<file path="src/rtl/rr_mux_pkg.sv">
// Shared defaults and mode encoding for the round-robin output mux.
package rr_mux_pkg;

  localparam int DEF_W = 32;
  localparam int DEF_N = 4;

  typedef enum logic {
    MODE_FIXED = 1'b0,
    MODE_RR    = 1'b1
  } mode_e;

endpackage

</file>
<file path="src/rtl/rr_mux_pick.sv">
// Round-robin search: first requesting channel starting at ptr, wrapping N-1 -> 0.
module rr_pick #(
  parameter int N  = 4,
  parameter int SW = $clog2(N)
) (
  input  logic [N-1:0]  req,
  input  logic [SW-1:0] ptr,
  output logic [SW-1:0] grant,
  output logic          any
);

  always_comb begin
    int          idx;
    logic [SW-1:0] idx_s;
    grant = '0;
    any   = 1'b0;
    idx   = 0;
    idx_s = '0;
    for (int k = 0; k < N; k++) begin
      idx   = (int'(ptr) + k) % N;
      idx_s = SW'(idx);
      if (!any && req[idx_s]) begin
        grant = idx_s;
        any   = 1'b1;
      end
    end
  end

endmodule

</file>
<file path="src/rtl/rr_mux.sv">
// N-channel mux with a single registered output stage; channel chosen by sel
// (fixed mode) or by a round-robin pointer that advances past each grant.
module rr_mux
  import rr_mux_pkg::*;
#(
  parameter int W  = DEF_W,
  parameter int N  = DEF_N,
  parameter int SW = $clog2(N)
) (
  input  logic            clk,
  input  logic            reset,
  input  logic            mode,
  input  logic [SW-1:0]   sel,
  input  logic [N*W-1:0]  in_data,
  input  logic [N-1:0]    in_valid,
  output logic [N-1:0]    in_ready,
  output logic [W-1:0]    out_data,
  output logic            out_valid,
  output logic [SW-1:0]   out_sel,
  input  logic            out_ready
);

  logic [SW-1:0] ptr;
  logic [SW-1:0] rr_grant;
  logic          rr_any;
  logic          sel_ok;
  logic          eligible;
  logic          load;
  logic [SW-1:0] g;
  logic [W-1:0]  ch [N];

  rr_pick #(.N(N), .SW(SW)) u_pick (
    .req   (in_valid),
    .ptr   (ptr),
    .grant (rr_grant),
    .any   (rr_any)
  );

  always_comb begin
    for (int i = 0; i < N; i++) begin
      ch[i] = in_data[i*W +: W];
    end
  end

  // An out-of-range sel matches no channel, so nothing is eligible.
  always_comb begin
    sel_ok = 1'b0;
    for (int i = 0; i < N; i++) begin
      if (sel == SW'(i)) begin
        sel_ok = in_valid[i];
      end
    end
  end

  always_comb begin
    load     = !out_valid || out_ready;
    eligible = (mode == MODE_RR) ? rr_any : sel_ok;
    g        = (mode == MODE_RR) ? rr_grant : sel;
    for (int i = 0; i < N; i++) begin
      in_ready[i] = !reset && load && eligible && (g == SW'(i));
    end
  end

  always_ff @(posedge clk) begin
    if (reset) begin
      out_valid <= 1'b0;
      out_data  <= '0;
      out_sel   <= '0;
      ptr       <= '0;
    end else if (load) begin
      if (eligible) begin
        out_data  <= ch[g];
        out_sel   <= g;
        out_valid <= 1'b1;
        ptr       <= (int'(g) == N-1) ? '0 : SW'(int'(g) + 1);
      end else begin
        out_valid <= 1'b0;
      end
    end
  end

endmodule
</file>
<file path="config.mk">
export PLATFORM = sky130hd
export DESIGN_NAME = rr_mux
export DESIGN_NICKNAME = d
export VERILOG_FILES = /design/src/rtl/rr_mux_pkg.sv /design/src/rtl/rr_mux_pick.sv /design/src/rtl/rr_mux.sv
export SDC_FILE = /design/constraint.sdc
export NUM_CORES = 1
export LEC_CHECK = 0
export BUFFER_PORTS_ARGS = -buffer_cell sky130_fd_sc_hd__buf_2
export CAP_MARGIN = 20
export CORE_MARGIN = 1
export CORE_UTILIZATION = 43
export DETAILED_ROUTE_END_ITERATION = 10
export GPL_TIMING_DRIVEN = 0
export PLACE_DENSITY = 0.84
export SLEW_MARGIN = 30
export SYNTH_ARGS = -nofsm -noshare
export SYNTH_HDL_FRONTEND = slang
export SYNTH_SLANG_ARGS = --single-unit
</file>
<file path="constraint.sdc">
create_clock -name clk -period 2.45 [get_ports clk]
set_input_delay 0.49 -clock clk [delete_from_list [all_inputs] [get_ports clk]]
set_output_delay 0.49 -clock clk [all_outputs]
set_load 0.1 [all_outputs]
</file>
==> results of run 1 <==
==> timing repair <==
item	in CTS	in global routing
pin swaps	8	6
endpoints found under the setup margin	4	6
resized for setup	31	10
setup buffers	12	15
==> sequential cells by signal (all words and copies together), names as in the netlist <==
register and count:
ptr 2, out_valid 1, out_sel 2, out_data 32
==> worst max path at each step <==
stage | end | depth (start not counted) | slack (ns)
5_1_grt | in_ready[0] | 6 | -0.04
6_report | in_ready[0] | 8 | -0.002
3_5_place_dp | in_ready[1] | 7 | -0.51
4_1_cts | in_ready[1] | 6 | 0.0004
2_1_floorplan | in_ready[0] | 7 | -0.30
3_3_place_gp | in_ready[0] | 7 | -0.45
==> per-stage QoR <==
step / instance area [um2] / total power, W / hold WS, ns
floorplan: 2830 / 0.00191 / 0.559
global placement: 3800 / 0.00222 / 0.440
detailed placement: 3800 / 0.00224 / 0.446
CTS: 4030 / 0.00270 / 0.438
global route: 4160 / 0.00287 / 0.459
finish: 4160 / 0.00277 / 0.456
==> power breakdown <==
part	leakage [nW]	internal [W]	total, W	switching (W)
Combinational	1.68	0.000485	0.00159	0.00110
Clock	0.0439	0.000197	0.000433	0.000236
Sequential	0.308	0.000689	0.000743	0.0000535
==> cell type report <==
class | count | area (um2)
Fill cell | 497 | 1800
Multi-Input combinational cell | 206 | 1710
Timing Repair Buffer | 202 | 1140
Sequential cell | 37 | 748
Buffer | 31 | 230
Inverter | 36 | 143
Tap cell | 75 | 93.8
Clock buffer | 5 | 68.8
Clock inverter | 3 | 17.5
==> kinds of logic after synthesis <==
family	Yosys count	share of synthesized area, %
AO/OA/AOI/OAI	108	35.9
adder cells (fa/ha/maj)	1	0.420
buffers and inverters	73	13.6
flip-flops	37	27.6
multiplexers	3	1.59
AND/OR/NAND/NOR	94	20.9
==> worst register-to-register path: stages, from the launching register on <==
cell	delay (ns)
dfxtp_4	0.37
maj3_2	0.33
a32oi_4	0.32
nand2_2	0.12
buf_12	0.16
buf_4	0.18
buf_6	0.16
a211oi_1	0.37
o32ai_1	0.13
==> layer usage <==
layer	vias up	global-route usage (%)	wire (um)
li1	1612	-	-
met1	1638	33.9	4190
met2	185	50.9	5230
met3	18	5.17	639
met4	0	10.4	161
met5	-	0	0
==> cell usage in the layout, fill, tap and decap left out, types with 2 or more instances in the layout <==
cell	Yosys	routed
a211oi_1	58	58
a211oi_2	7	7
a21oi_1	2	2
and3_1	64	64
buf_12	0	7
buf_2	12	177
buf_4	1	27
buf_6	9	7
clkbuf_1	12	10
clkbuf_2	3	3
clkbuf_4	0	2
clkbuf_8	0	5
clkinv_2	0	2
dfxtp_1	37	35
dfxtp_4	0	2
inv_1	35	35
mux2i_1	2	2
nand2_1	4	3
nand2_2	1	2
nand2b_1	3	3
nor2_1	7	6
nor2b_1	3	3
nor3_4	0	5
o32ai_1	25	25
o32ai_2	7	7
==> key figures, run 1 <==
Drt
  – Avg Vias per Cell: slightly below 6
  – DR WL/cell: roughly 17 um
  – DRC: 0
  – Drt first pass iters: 4
  – Iteration-0 DRC count of the detailed router: about 140
  – Via count: between 3000 and 4000
  – Antenna-violating nets left: 0
  – WL final: a little over 10000 um

Clocking
  – H-tree depth: 2
  – Cts hold-fix bufs: 0
  – Reg clk slew, reported paths: approximately 0.070 ns
  – CTS Buf Count: 5
  – CTS tree: yes
  – Root Driver: clkbuf_8
  – Skew-Pair Late Insertion Delay: a little under 0.3 ns
  – Maximum number of buffers from clock root to sink: 2
  – Clock Sinks: 37

Synth
  – Synth cell types: 39
  – Synth Cell Area: between 2000 and 3000 um2
  – Most numerous cell in the Yosys netlist: and3_1
  – Synth top area share: between 20% and 30%
  – Post-synth EDFFs: 0
  – Synth Instances: 316
  – Synth Flop Type: dfxtp_1
  – Synth Area per Inst: approximately 8.5 um2
  – Synth area leader: dfxtp_1
  – Syn. warnings: 0
  – Seq/Total Area, Yosys: between 20% and 30%
  – Ranking of synthesized cells by area: dfxtp_1, a211oi_1, and3_1
  – Seq cells post-synth: 37
  – Synth top cells by count: and3_1, a211oi_1, dfxtp_1
  – Post-Syn Nets: between 400 and 500
  – Async S/R FF share, synth: 0%

Setup path
  – Worst path required time: roughly 2 ns
  – Critical Path Max Stage Delay: around 0.29 ns
  – Worst path cell trace: clkbuf_4 > nor2b_1 > o211a_1 > buf_4 > nor3_4 > buf_4 > nor3_4 > buf_12
  – Setup crit start: in_valid[0]
  – R2r setup slk: about 0.20 ns
  – Setup crit end kind: output pin
  – WP data arrival: slightly below 2 ns
  – CP top delay family: buffers and inverters
  – CP Class: input pin to output pin
  – Worst Setup Start Kind: input pin
  – RR Startpoint: ptr[1]
  – Crit path max fanout: 10
  – WP buf/inv: 4
  – Cell with the largest stage delay on the worst path: nor3_4
  – R2r worst-path depth: 8
  – Crit Reg-Reg Endpoint: out_data[26]

Finish
  – Final nets: 657
  – Fin cells: 595
  – N_diodes: 0
  – Synth-to-Final Area Change: 55.0%
  – Final core utilization: 69.8%
  – Layout cell share with drive strength beyond 1: between 50% and 60%

Place
  – Dpl cells: between 500 and 600
  – Pre-CTS setup slack: -0.511 ns
  – Dpl hpwl: about 6900 um
  – Port Buffers: 175
  – GP Congestion: 0.833

Floorplanning
  – Die area: 6560 um2
  – FP Rows: 28
  – Ports: 177
  – Core area: between 5000 and 6000 um2
  – Die H: around 81 um
  – Initial Util: approximately 45%
  – Die X-Extent: ~81 um

Timing
  – Endpoints failing setup: 1
  – Max Slew Vio Count: 0
  – Final Hold Vio Count: 0
  – Period minus WS final: ~2.5 ns
  – Fmax: between 400 and 500 MHz
  – Clock Skew: 0.00699 ns
  – RSZ-0062 raised after global routing: yes
  – Crit share post-route: 100%
  – Slew HR: around 67%
  – Final setup margin: -0.00225 ns
  – Worst-margin pin slew: around 0.5 ns
  – Setup TNS: -0.00225 ns

Global routing
  – Largest net degree at the start of global routing: 20
  – First-pass GRT wire length: about 14000 um
  – Grt ovf: 0
  – GRT Resource Usage Total: between 20% and 30%
  – Initial antenna violation count: 0
  – Vias in the first global route: 3164

Job
  – Max cap viols: 0

Min path
  – HP Start: reset
  – Worst Hold Depth: 2
  – HP Class: input pin to flop
  – Hold endpoint: ptr[0]

Outcome
  – Outcome: finished with violations
  – Failing checks: setup timing

Pwr
  – Peak VDD IR: just under 0.4 mV
  – Pwr Density: 665 nW/um2
  – Pleak: slightly above 2 nW
Power figures use the tool's default switching activity.
==> run 2: changes to the inputs <==
- CORE_UTILIZATION: 43 -> 39
- PLACE_DENSITY: 0.84 -> 0.82
- REMOVE_ABC_BUFFERS: unset -> 1
- SYNTH_HIERARCHICAL: unset -> 1
==> run 2 against run 1 <==
Net effect: setup slack got worse by 0.044 ns; hold slack better by 0.026 ns; sequential power decreased by 2%; the run still ends with setup timing left; total power decreased by 7.9%; die area fell by 10%; non-clock buffer count down 43; highest routed layer unchanged.
==> key figures, run 2 <==
Outcome
  – Outcome: finished with violations
  – Failing checks: setup timing

Setup path
  – Setup crit end kind: output pin
  – Worst Setup Start Kind: input pin
  – Worst path required time: 1.96 ns (about the same)
  – Crit path max fanout: 4 (-6)
  – CP Class: input pin to output pin
  – WP data arrival: 2.01 ns (+0.05 ns)

Floorplanning
  – Initial Util: 41.7% (-3.3 points)
  – Core area: 5240 um2 (-12%)
  – FP Rows: 26 (-7.1%)
  – Die area: 5910 um2 (-10%)
  – Die H: 76.8 um (-5.1%)
  – Die X-Extent: 76.8 um (-5.1%)
  – Ports: 177 (unchanged)

Pwr
  – Sequential power share: 28.5% (+1.6 points)
  – Peak VDD IR: 0.408 mV (+5.2%)
  – Net Sw Frac: 43.6% (-6.8 points)
  – Final Power: 0.00255 W (-7.9%)
  – Clock power share: 21.3% (+5.6 points)
  – Pwr Density: 733 nW/um2 (+10%)
  – Pleak: 1.68 nW (-17%)
  – Switching power: 0.00111 W (-20%)
  – Gate power share: 50.2% (-7.3 points)
  – Internal power: 0.00144 W (+4.8%)

Timing
  – Slew HR: 43.0% (-24 points)
  – Final setup margin: -0.0461 ns (-0.0439 ns)
  – Final Hold Vio Count: 0 (unchanged)
  – Worst-margin pin slew: 0.852 ns (+0.352 ns)
  – Crit share post-route: 102% (+1.8 points)
  – RSZ-0062 raised after global routing: yes
  – Fmax: 401 MHz (-1.8%)
  – Clock Skew: 0.00509 ns (-0.00190 ns)
  – Hold slack: 0.481 ns (+0.0255 ns)
  – Max Slew Vio Count: 0 (unchanged)
  – Endpoints failing setup: 4 (+3)
  – Period minus WS final: 2.50 ns (+0.0439 ns)

Place
  – GP Congestion: 0.815 (-2.1%)
  – Dpl hpwl: 5040 um (-27%)
  – Port Buffers: 176 (+0.57%)

Finish
  – Fillers: 392 (-21%)
  – Reg with most FFs: out_data
  – Most common cell after layout, fill and taps aside: buf_2
  – Layout cell share with drive strength beyond 1: 71.1% (+20 points)
  – N_diodes: 0 (unchanged)
  – Commonest non-fill, non-tap cells in the layout: buf_2, dfxtp_1, mux4_2, a22o_1, buf_4
  – Synth-to-Final Area Change: 59.1%
  – Max reg flops: 32 (unchanged)
  – Largest registers: out_data (32), out_sel (2), ptr (2)
  – Area of the multi-input gates: 1380 um2 (-19%)
  – Register area: 746 um2 (-0.33%)
  – Final nets: 491 (-25%)

Clocking
  – CTS Buf Count: 5 (unchanged)
  – CTS tree: yes
  – Root Driver: clkbuf_8
  – H-tree depth: 2 (unchanged)
  – Reg clk slew, reported paths: 0.07 ns (about the same)
  – Skew-Pair Late Insertion Delay: 0.28 ns (about the same)
  – Clock Sinks: 37 (unchanged)
  – Maximum number of buffers from clock root to sink: 2 (unchanged)
  – Cts hold-fix bufs: 0 (unchanged)

Synth
  – Synth Area in XOR/XNOR: 0% (unchanged)
  – Synth area leader: dfxtp_1
  – Synth Area in Compound Gates: 19.0% (-17 points)
  – Synth Area per Inst: 13.4 um2 (+58%)
  – Async S/R FF share, synth: 0% (unchanged)
  – Seq/Total Area, Yosys: 33.9% (+6.3 points)
  – Main combinational cell family by area after synthesis: multiplexers
  – Simple-Gate Fraction of Synth Area: 4.47% (-16 points)
  – Ranking of synthesized cells by area: dfxtp_1, mux4_2, a22o_1
  – Most numerous cell in the Yosys netlist: dfxtp_1
  – Multiplexer share of the synthesized area: 34.5% (+33 points)
  – Synth top cells by count: dfxtp_1, a22o_1, mux4_2
  – Synth top area share: 33.9% (+6.3 points)
  – Seq cells post-synth: 37 (unchanged)
  – Syn. warnings: 6 (+6)
  – Post-synth EDFFs: 0 (unchanged)
  – Synth Flop Type: dfxtp_1
  – Synth Instances: 163 (-48%)
  – Adder-cell share of the synthesized area: 2.29% (+1.9 points)
  – Synth Cell Area: 2180 um2 (-19%)
  – Synth cell types: 26 (-33%)

Drt
  – Drt first pass iters: 4 (unchanged)
  – Avg Vias per Cell: 5.49 (-5.4%)
  – Iteration-0 DRC count of the detailed router: 77 (-47%)
  – DR WL/cell: 17.4 um (+1.4%)
  – DRC: 0 (unchanged)
  – Via count: 2305 (-33%)
  – WL final: 7320 um (-28%)
  – Antenna-violating nets left: 0 (unchanged)

Global routing
  – Grt ovf: 0 (unchanged)
  – Vias in the first global route: 2323 (-27%)
  – GRT Resource Usage Total: 24.2% (-4.4 points)
  – Initial antenna violation count: 0 (unchanged)
  – Largest net degree at the start of global routing: 33 (+65%)
  – First-pass GRT wire length: 10900 um (-25%)

Min path
  – HP Class: flop to flop

Job
  – Max cap viols: 0 (unchanged)
run 2: cell count changes after synthesis, moves of 8 or more:
cell,delta
a22o_1,+32
a211oi_1,-58
and3_1,-64
o32ai_1,-25
clkbuf_1,-11
a21oi_1,+8
mux4_2,+31
inv_1,-31
run 2: cell type report:
type	instances	share of cell area [%]
Sequential cell	37	21.5
Clock buffer	7	2.48
Tap cell	70	2.52
Inverter	7	1.98
Clock inverter	1	0.864
Multi-Input combinational cell	106	39.7
Timing Repair inverter	2	0.504
Timing Repair Buffer	190	30.5
run 2: worst paths after layout:
kind	startpoint	end	slack, ns	depth (start not counted)
max	in_valid[1]	in_ready[3]	-0.05	9
min	out_data[14]	out_data[14]	0.48	1
max reg2reg	ptr[0]	out_data[27]	0.09	8
min reg2reg	out_data[14]	out_data[14]	0.48	1
run 2: critical path, stage by stage:
cell       delay [ns]
buf_2            0.12
inv_1            0.06
a221o_1          0.33
a21oi_2          0.20
mux2i_4          0.13
bufinv_16        0.22
ha_4             0.13
and2_4           0.16
buf_12           0.17
run 2: per-layer routing:
metal  vias up  global-route usage (%)  wire length [um]
met2       128                    45.4              3860
met3        15                    7.50               647
met1      1117                    24.7              2670
li1       1045                       -                 -
met5         -                       0                 0
met4         0                    9.42               141
run 2: repair_timing:
| action | in CTS | in global routing |
|---|---|---|
| endpoints found under the hold margin | 0 | 0 |
| buffers inserted | 9 | 4 |
| setup endpoints to repair | 37 | 18 |
| gates cloned | 2 | 0 |
| resized for setup | 34 | 8 |
| pin swaps | 5 | 5 |
run 2: logic make-up after synthesis:
family	Yosys count
flops	37
compound gates	52
simple gates	15
fa+ha+maj	4
buf+inv	20
mux	35
run 2: stage by stage:
stage / setup WS [ns] / cell area, um2 / setup TNS (ns) / std cells / utilization (%)
after floorplan: -0.828 / 2080 / -9.05 / 150 / -
after global placement: -0.989 / 3050 / -21.72 / 396 / 58.3
after detailed placement: -0.762 / 3080 / -13.64 / 397 / 58.8
after CTS: -0.0288 / 3410 / -0.0288 / 416 / 65.1
after global routing: -0.119 / 3480 / -0.326 / 420 / 66.4
final: -0.0461 / 3480 / -0.127 / 420 / 66.4
run 2: power groups by stage:
| stage | Clock [W] | Sequential, W | Combinational, W |
|---|---|---|---|
| after floorplan | 0 | 0.00127 | 0.000367 |
| after global placement | 0 | 0.000732 | 0.00114 |
| after detailed placement | 0 | 0.000737 | 0.00117 |
| after CTS | 0.000552 | 0.000725 | 0.00126 |
| after global routing | 0.000586 | 0.000734 | 0.00133 |
| final | 0.000544 | 0.000726 | 0.00128 |
